File: src/rtl/freqdiv_pkg.sv
// Shared constants, types and helpers for the multi-channel clock divider.
// The board clock is 50 MHz, so the half-period is CLK_HZ / (2 * target_hz).
package freqdiv_pkg;

  localparam int unsigned CLK_HZ    = 50_000_000;
  localparam int unsigned HALF_10HZ = 2_500_000;
  localparam int unsigned HALF_1HZ  = 25_000_000;

  // The order of these items follows the priority sync > disabled > terminal count > count.
  typedef enum logic [1:0] {
    ACT_COUNT,
    ACT_TOGGLE,
    ACT_IDLE,
    ACT_SYNC
  } chan_act_e;

  function automatic int unsigned half_for(input int unsigned hz);
    return CLK_HZ / (2 * hz);
  endfunction

endpackage

File: src/rtl/freqdiv_chan.sv
// One divider channel: counter, active and shadow half-period, square-wave output and rising-edge tick.
// Reprogramming is double-buffered so a running half-period is never cut short.
module freqdiv_chan
  import freqdiv_pkg::*;
#(
  parameter int unsigned W            = 25,
  parameter int unsigned HALF_DEFAULT = HALF_10HZ,
  parameter logic        INIT_LEVEL   = 1'b1
) (
  input  logic         clk,
  input  logic         rst,
  input  logic         en,
  input  logic         sync,
  input  logic         wr_stb,
  input  logic [W-1:0] wr_half,
  output logic         clk_out,
  output logic         tick,
  output logic         pending
);

  localparam logic [W-1:0] HALF_RST = W'(HALF_DEFAULT);

  logic [W-1:0] cnt;
  logic [W-1:0] half;
  logic [W-1:0] shadow;
  logic [W-1:0] wr_val;
  logic [W-1:0] term;
  chan_act_e    act;

  // A zero half-period would never reach terminal count, so it is clamped to one.
  assign wr_val = (wr_half == '0) ? W'(1) : wr_half;
  assign term   = half - W'(1);

  always_comb begin
    act = ACT_COUNT;
    if (sync) begin
      act = ACT_SYNC;
    end else if (!en) begin
      act = ACT_IDLE;
    end else if (cnt == term) begin
      act = ACT_TOGGLE;
    end
  end

  // A write can only arrive while pending is clear, so commit and capture never collide.
  always_ff @(posedge clk or posedge rst) begin
    if (rst) begin
      cnt     <= '0;
      half    <= HALF_RST;
      shadow  <= HALF_RST;
      pending <= 1'b0;
      clk_out <= INIT_LEVEL;
      tick    <= 1'b0;
    end else begin
      unique case (act)
        ACT_SYNC: begin
          cnt     <= '0;
          clk_out <= INIT_LEVEL;
          tick    <= 1'b0;
          pending <= 1'b0;
          if (wr_stb) begin
            half <= wr_val;
          end else if (pending) begin
            half <= shadow;
          end
        end
        ACT_IDLE: begin
          cnt  <= '0;
          tick <= 1'b0;
          if (wr_stb) begin
            half <= wr_val;
          end
        end
        ACT_TOGGLE: begin
          cnt     <= '0;
          clk_out <= ~clk_out;
          tick    <= ~clk_out;
          if (pending) begin
            half    <= shadow;
            pending <= 1'b0;
          end else if (wr_stb) begin
            shadow  <= wr_val;
            pending <= 1'b1;
          end
        end
        ACT_COUNT: begin
          cnt  <= cnt + W'(1);
          tick <= 1'b0;
          if (wr_stb) begin
            shadow  <= wr_val;
            pending <= 1'b1;
          end
        end
      endcase
    end
  end

endmodule

File: src/rtl/freqdiv_multi.sv
// N-channel programmable clock divider with a shared valid/ready configuration port.
// The top only routes config writes to channels and reports the selected channel's readiness.
module freqdiv_multi
  import freqdiv_pkg::*;
#(
  parameter int unsigned N_CH         = 2,
  parameter int unsigned W            = 25,
  parameter int unsigned HALF_DEFAULT = HALF_10HZ,
  parameter logic        INIT_LEVEL   = 1'b1,
  localparam int unsigned CW          = (N_CH > 1) ? $clog2(N_CH) : 1
) (
  input  logic            clk,
  input  logic            rst,
  input  logic [N_CH-1:0] en,
  input  logic            sync,
  input  logic            cfg_valid,
  output logic            cfg_ready,
  input  logic [CW-1:0]   cfg_chan,
  input  logic [W-1:0]    cfg_half,
  output logic [N_CH-1:0] clk_out,
  output logic [N_CH-1:0] tick
);

  logic [N_CH-1:0] pending;
  logic [N_CH-1:0] wr_stb;

  // Channel numbers with no matching channel stay ready so a stray write is silently dropped.
  always_comb begin
    cfg_ready = 1'b1;
    for (int i = 0; i < N_CH; i++) begin
      if (cfg_chan == CW'(i)) begin
        cfg_ready = ~pending[i];
      end
    end
  end

  for (genvar i = 0; i < N_CH; i++) begin : g_chan
    assign wr_stb[i] = cfg_valid & cfg_ready & (cfg_chan == CW'(i));

    freqdiv_chan #(
      .W            (W),
      .HALF_DEFAULT (HALF_DEFAULT),
      .INIT_LEVEL   (INIT_LEVEL)
    ) u_chan (
      .clk     (clk),
      .rst     (rst),
      .en      (en[i]),
      .sync    (sync),
      .wr_stb  (wr_stb[i]),
      .wr_half (cfg_half),
      .clk_out (clk_out[i]),
      .tick    (tick[i]),
      .pending (pending[i])
    );
  end

endmodule
File: config.mk
export PLATFORM = sky130hd
export DESIGN_NAME = freqdiv_multi
export DESIGN_NICKNAME = d
export VERILOG_FILES = /design/src/rtl/freqdiv_pkg.sv /design/src/rtl/freqdiv_chan.sv /design/src/rtl/freqdiv_multi.sv
export SDC_FILE = /design/constraint.sdc
export NUM_CORES = 1
export LEC_CHECK = 0
export ABC_AREA = 0
export CORE_MARGIN = 4
export CORE_UTILIZATION = 45
export DETAILED_ROUTE_END_ITERATION = 8
export PLACE_DENSITY = 0.64
export SETUP_SLACK_MARGIN = 0.3
export SYNTH_ARGS = -nofsm -noshare
export SYNTH_HDL_FRONTEND = slang
export SYNTH_HIERARCHICAL = 1
export SYNTH_SLANG_ARGS = --single-unit
File: constraint.sdc
create_clock -name clk -period 4.8 [get_ports clk]
set_clock_uncertainty 0.2 [all_clocks]
set_input_delay 0.96 -clock clk [delete_from_list [all_inputs] [get_ports clk]]
set_output_delay 0.96 -clock clk [all_outputs]
set_load 0.01 [all_outputs]
# ---- Yosys cells after proc, flatten, opt, wreduce, memory -nomap -nowiden
# Index checks and enable logic that the tools add are counted.
dict set report op_classes {
  addsub 4
  n_eq_ne 14
  muxes 36
  bitwise 8
  reduce_logical 21
}
# op n
set op_table {}
lappend op_table {{$mux 25} 11}
lappend op_table {{$pmux 25 s2} 4}
lappend op_table {{$pmux 25 s3} 2}
lappend op_table {{$add 25x1->25 const B} 2}
lappend op_table {{$eq 25x25->1} 2}
lappend op_table {{$sub 25x1->25 const B} 2}
lappend op_table {{$logic_not 25->1} 1}
lappend op_table {{$reduce_and 2->1} 6}
lappend op_table {{$reduce_bool 3->1} 4}
lappend op_table {{$reduce_or 3->1} 4}
lappend op_table {{$mux 1} 9}
lappend op_table {{$eq 2x2->1 const B} 4}
lappend op_table {{$mux 2} 4}
lappend op_table {{$ne 2x1->1 const B} 4}
lappend op_table {{$pmux 1 s2} 4}
lappend op_table {{$reduce_bool 2->1} 4}
lappend op_table {{$pmux 1 s3} 2}
lappend op_table {{$not 1->1} 5}
lappend op_table {{$eq 2x1->1 const B} 2}
lappend op_table {{$logic_not 2->1} 2}
lappend op_table {{$ne 2x2->1 const B} 2}
lappend op_table {{$and 1x1->1} 3}
dict set report word_totals {
  regBits 156
  inputBits 32
  output_inout_bits 5
  elab_cells 95
}

# ---- Longest topological paths before layout
dict set report depth {
  word_depth 8
  depth_mapped 14
  depth_no_buf 10
}

# ---- By module
# Netlist, hierarchy kept.
# module n_inst cells_per_inst area_each_um2 seq_area_each_um2
set by_module_without_submodules {}
lappend by_module_without_submodules {{freqdiv_chan (g_chan[1].u_chan)} 1 563 5121.2 1973.1}
lappend by_module_without_submodules {{freqdiv_chan (g_chan[0].u_chan)} 1 468 4768.3 1973.1}
lappend by_module_without_submodules {freqdiv_multi 1 3 26.3 0.0}

# ---- Worst setup path after synthesis
# No wires, ideal clock.
dict set report synth_path {
  path_kind {reg-to-reg}
  start {register g_chan[1].u_chan.half[3]}
  end {register g_chan[1].u_chan.shadow[11]}
  setup_time_ps 127
  t_arrival_ps 3633
  required_time_ps 4473
  path_slack_ps 839
  stages_incl_launch_ff 13
  path_buffers 4
  synth_period_minus_slack_ps 3961
  path_cell_list {dfrtp_1 -> buf_6 -> or4_1 -> buf_2 -> or4_1 -> buf_2 -> nor4_4 -> o22ai_1 -> nor4_4 -> nand2_2 -> o311ai_4 -> buf_6 -> mux2_1}
}
dict set report synth_via {
  elab_chain_cells 8
  word_cells_on_any_way 11
  classes_between {1 x add/sub; 3 x eq/ne; 4 x mux; 3 x reduce/logical}
}
# element line
set synth_rtl {}
lappend synth_rtl {{from (decl)} freqdiv_chan.sv:24} ;# logic [W-1:0] half;
lappend synth_rtl {{from (signal assigned)} freqdiv_chan.sv:62} ;# half <= wr_val;
lappend synth_rtl {{from (signal assigned)} freqdiv_chan.sv:64} ;# half <= shadow;
lappend synth_rtl {{from (signal assigned)} freqdiv_chan.sv:71} ;# half <= wr_val;
lappend synth_rtl {{$sub 25x1->25 (*)} freqdiv_chan.sv:32} ;# assign term = half - W'(1);
lappend synth_rtl {{$eq 25x25->1 (*)} freqdiv_chan.sv:40} ;# end else if (cnt == term) begin
lappend synth_rtl {{$mux 1 (*)} freqdiv_chan.sv:40}
lappend synth_rtl {{$mux 2 (*)} freqdiv_chan.sv:38} ;# end else if (!en) begin
lappend synth_rtl {{$mux 2 (*)} freqdiv_chan.sv:36} ;# if (sync) begin
lappend synth_rtl {{$eq 2x1->1 or $logic_not 2->1 (tied branches)} freqdiv_chan.sv:55} ;# unique case (act)
lappend synth_rtl {{$ne 2x2->1 (no source line) or $reduce_bool 2->1 (tied branches)} -}
lappend synth_rtl {{$reduce_and 2->1 (no source line)} -}
lappend synth_rtl {{to (signal assigned)} freqdiv_chan.sv:82} ;# shadow <= wr_val;
lappend synth_rtl {{to (signal assigned)} freqdiv_chan.sv:90} ;# shadow <= wr_val;
lappend synth_rtl {{to (decl)} freqdiv_chan.sv:25} ;# logic [W-1:0] shadow;
# Mark *: on every way between the ends. The rest lies on a longest branch, timed or not.
# A chain may end at the register's enable or synchronous reset.

# ---- Worst setup path in the final report
dict set report layout_path {
  start {register g_chan[1].u_chan.half[1]}
  end {register g_chan[1].u_chan.half[12]}
}
dict set report layout_via {
  elab_chain_cells 8
  word_cells_on_any_way 12
  classes_between {1 x add/sub; 5 x eq/ne; 4 x mux; 2 x reduce/logical}
}
# element line
set layout_rtl {}
lappend layout_rtl {{$sub 25x1->25 (*)} freqdiv_chan.sv:32}
lappend layout_rtl {{$eq 25x25->1 (*)} freqdiv_chan.sv:40}
lappend layout_rtl {{$mux 1 (*)} freqdiv_chan.sv:40}
lappend layout_rtl {{$mux 2 (*)} freqdiv_chan.sv:38}
lappend layout_rtl {{$mux 2 (*)} freqdiv_chan.sv:36}
lappend layout_rtl {{$eq 2x2->1 or $eq 2x1->1 (tied branches)} freqdiv_chan.sv:55}
lappend layout_rtl {{$ne 2x1->1 (no source line) or $reduce_bool 3->1 (tied branches)} -}
lappend layout_rtl {{$reduce_and 2->1 (no source line)} -}
# Marks and branches as above.

==> flow_metrics.py <==
metrics = {
    "worst_setup_path": {
        "crit_path_top_delay_cell": "or4b_2",
        "cpPeakStageDelay_ns": 0.62,
        "critical_path.most_common_cell": "buf_4",
        "path_class": "flop to flop",
        "cp-end-kind": "flop",
        "cp_top_family": "simple AND/OR/NAND/NOR gates",
        "critPathBufInv": 4,
        "crit_required_ns": 4.90,
        "cp.arrival_ns": 4.29,
        "cp_cell_sequence": "inv_1, ha_1, or4b_2, nor4_1, mux2i_1, a31oi_1, o2111a_1, buf_4, and2_0, buf_4, a221oi_2, buf_4, o2bb2ai_1",
        "cp-start-kind": "flop",
        "crit_fanout": 27,
    },
    "power": {
        "netSwitchingPower_uw": 1330,
        "power_uw": 3960,
        "swShare": 0.336,
        "p_leak_uw": 0.00438,
        "power.share.clock": 0.329,
        "intPower_uw": 2630,
        "ir_worst_vdd_mv": 0.209,
        "p_comb_frac": 0.217,
        "seqPwrFrac": 0.454,
        "powerDensity_nw_per_um2": 360,
    },
    "routing": {
        "vias": 7973,
        "antenna_left": 0,
        "first_pass_iters": 5,
        "wl_mm": 25.9,
        "drc": 0,
        "routedWlPerCell_um": 19.3,
        "drt_iter0_markers": 697,
        "vias_per_cell": 5.95,
    },
    "cells_and_area": {
        "diodes": 0,
        "final_area_um2": 11000,
        "area_delta_synth_final_pct": 11.0,
        "postLayoutCoreUtil": 0.506,
        "layout.nets": 1083,
        "drive_above_1_share": 0.159,
        "fin_cells": 1340,
    },
    "placement": {
        "port-buffer-count": 36,
        "routabilityCongestion": 0.865,
        "place_inst": 1308,
        "dp_hpwl_mm": 18.4,
        "dpl-instance-area_um2": 10500,
    },
    "logic_synthesis": {
        "syn_area_um2": 9920,
        "netlist_top_cells_area": "dfrtp_1 (31%), dfstp_2 (9.0%), nor2_1 (5.2%), xor2_1 (4.9%), xnor2_1 (3.8%)",
        "ys_seq_elements": 156,
        "ys_seq_area_frac": 0.398,
        "synth-warning-count": 6,
        "synthesis.nets": 1070,
        "synth_top_cell_area_share": 0.308,
        "synth_edf_count": 0,
        "synthArstFlopShare": 1.00,
        "yosysUniqueCellTypes": 81,
        "synthFlopType": "dfrtp_1",
        "synth_area_leader_cell": "dfrtp_1",
        "syn_inst": 1034,
        "syn_avg_cell_area_um2": 9.59,
    },
    "clock_network": {
        "clock-sinks": 156,
        "cts-buffers-inserted": 17,
        "cts_tree": "yes",
        "post_cts_buffers": 0,
        "htreeDepth": 4,
        "clk-insertion-delay-late_ns": 0.43,
        "clk_pin_slew_worst_paths_ns": 0.07,
        "cts_root_buf": "clkbuf_16",
        "ctsResizeCount": 0,
        "hold_buffers": 0,
        "clockBufferDepth": 2,
    },
    "die": {
        "num_rows": 54,
        "dieArea_um2": 24500,
        "io_pins": 37,
        "die_h_um": 156,
        "die_w_um": 156,
        "core_um2": 21800,
        "initial_core_util": 0.456,
    },
    "grt": {
        "grt-ovfl-total": 0,
        "grt_pass1_vias": 7852,
        "gr-usage-all-layers": 0.214,
        "grt_max_degree": 62,
        "grt_pass1_wl_mm": 42.1,
        "antenna_found_initial": 0,
    },
    "outcome": {
        "status": "completed",
    },
    "sta": {
        "setup_violations": 0,
        "grt_setup_unrepaired": "false",
        "tns_ns": 0,
        "min_period_ns": 4.19,
        "slew_viol_final": 0,
        "fin_crit_sh": 0.873,
        "worst-slew-pin-transition_ns": 1.04,
        "hold_violations": 0,
        "relSlewSlack": 0.305,
        "max_freq_ghz": 0.239,
    },
    "hold_path": {
        "hold_class": "flop to flop",
    },
    "job": {
        "drv_cap": 0,
    },
}
==> stage by stage <==
step / setup slack [ns] / hold slack [ns]
floorplan: 0.839 / 0.256
global placement: 0.653 / 0.269
detailed placement: 0.636 / 0.270
CTS: 0.653 / 0.280
global route: 0.322 / 0.296
finish: 0.611 / 0.280
==> power by group through the flow <==
stage	logic [uW]	clock network (uW)	registers (uW)
floorplan	715	0	1700
finish	859	1300	1800
global route	943	1380	1830
CTS	859	1330	1800
detailed placement	852	0	1820
global placement	837	0	1810
==> registers in the layout, summed over array words and instances (netlist names) <==
register               count
g_chan.u_chan/shadow      50
g_chan.u_chan/clk_out      2
g_chan.u_chan/tick         2
g_chan.u_chan/half        50
g_chan.u_chan/cnt         50
g_chan.u_chan/pending      2
==> layer usage <==
metal / share of wire / global-route usage
met3: 0.039 / 0.0296
met4: 0.022 / 0.0752
met2: 0.49 / 0.363
met5: 0 / 0
met1: 0.45 / 0.282
==> tightest hold or removal path, delay by kind of cell (launching register included) <==
| kind | cells | cell delay (ns) |
|---|---|---|
| compound gates | 1 | 0.06 |
| buf+inv | 1 | 0.04 |
| flops | 1 | 0.37 |
==> cells in the mapped netlist, types with 9 or more instances <==
cell type and n:
nor4_1 24, nor2b_1 9, or3_1 10, dfrtp_1 122, a221oi_2 21, dfstp_2 34, inv_1 63, a221oi_1 28
a31oi_1 30, nand4_1 17, nor2_1 138, nor3_1 24, clkbuf_1 38, mux2_4 19, buf_2 10, a21oi_1 11
or4_1 15, mux2_1 20, o21ai_0 10, xnor2_1 43, xor2_1 56, mux2_2 11, nand3_1 56, o2bb2ai_1 25
and3_1 16, nand2_1 51
==> cell usage in the layout (no fill, tap or decap), types with 21 or more instances in the layout <==
master	count
dfrtp_1	122
nor3_1	23
xnor2_1	43
nand3_1	56
inv_1	61
a31oi_1	29
xor2_1	56
nor2_1	136
clkdlybuf4s50_1	36
buf_4	22
nand2_1	51
o2bb2ai_1	25
a221oi_1	28
nor4_1	24
dfstp_2	34
a221oi_2	21
==> worst paths after layout <==
| check | start | end | slack (ns) | cells after the start |
|---|---|---|---|---|
| max | g_chan[1].u_chan/half[1] | g_chan[1].u_chan/half[12] | 0.61 | 13 |
| min | g_chan[0].u_chan/shadow[21] | g_chan[0].u_chan/half[21] | 0.28 | 2 |
| max reg2reg | g_chan[1].u_chan/half[1] | g_chan[1].u_chan/half[12] | 0.61 | 13 |
| min reg2reg | g_chan[0].u_chan/shadow[21] | g_chan[0].u_chan/half[21] | 0.28 | 2 |
| max in group asynchronous | rst | g_chan[0].u_chan/cnt[16] | 2.64 | 3 |
| min in group asynchronous | rst | g_chan[1].u_chan/shadow[20] | 0.64 | 2 |
==> final cells by class <==
| type | instances | area (um^2) |
|---|---|---|
| well taps | 280 | 350 |
| inverters | 63 | 239 |
| repair buffers | 58 | 526 |
| clock buffers | 17 | 425 |
| clock inverters | 15 | 128 |
| flip-flops and latches | 156 | 3950 |
| fillers | 2039 | 10800 |
| multi-input cells | 751 | 5390 |
==> logic make-up (layout without fill, tap and decap cells) <==
kind of cell | after synthesis | count (layout) | synth area share
simple gates | 415 | 415 | 0.225
compound gates | 181 | 181 | 0.159
flops | 156 | 156 | 0.398
buf+inv | 127 | 153 | 0.0602
xor+xnor | 99 | 99 | 0.0874
mux | 52 | 52 | 0.0660
fa+ha+maj | 4 | 4 | 0.00505
No activity file was read; power rests on OpenSTA's default activity.
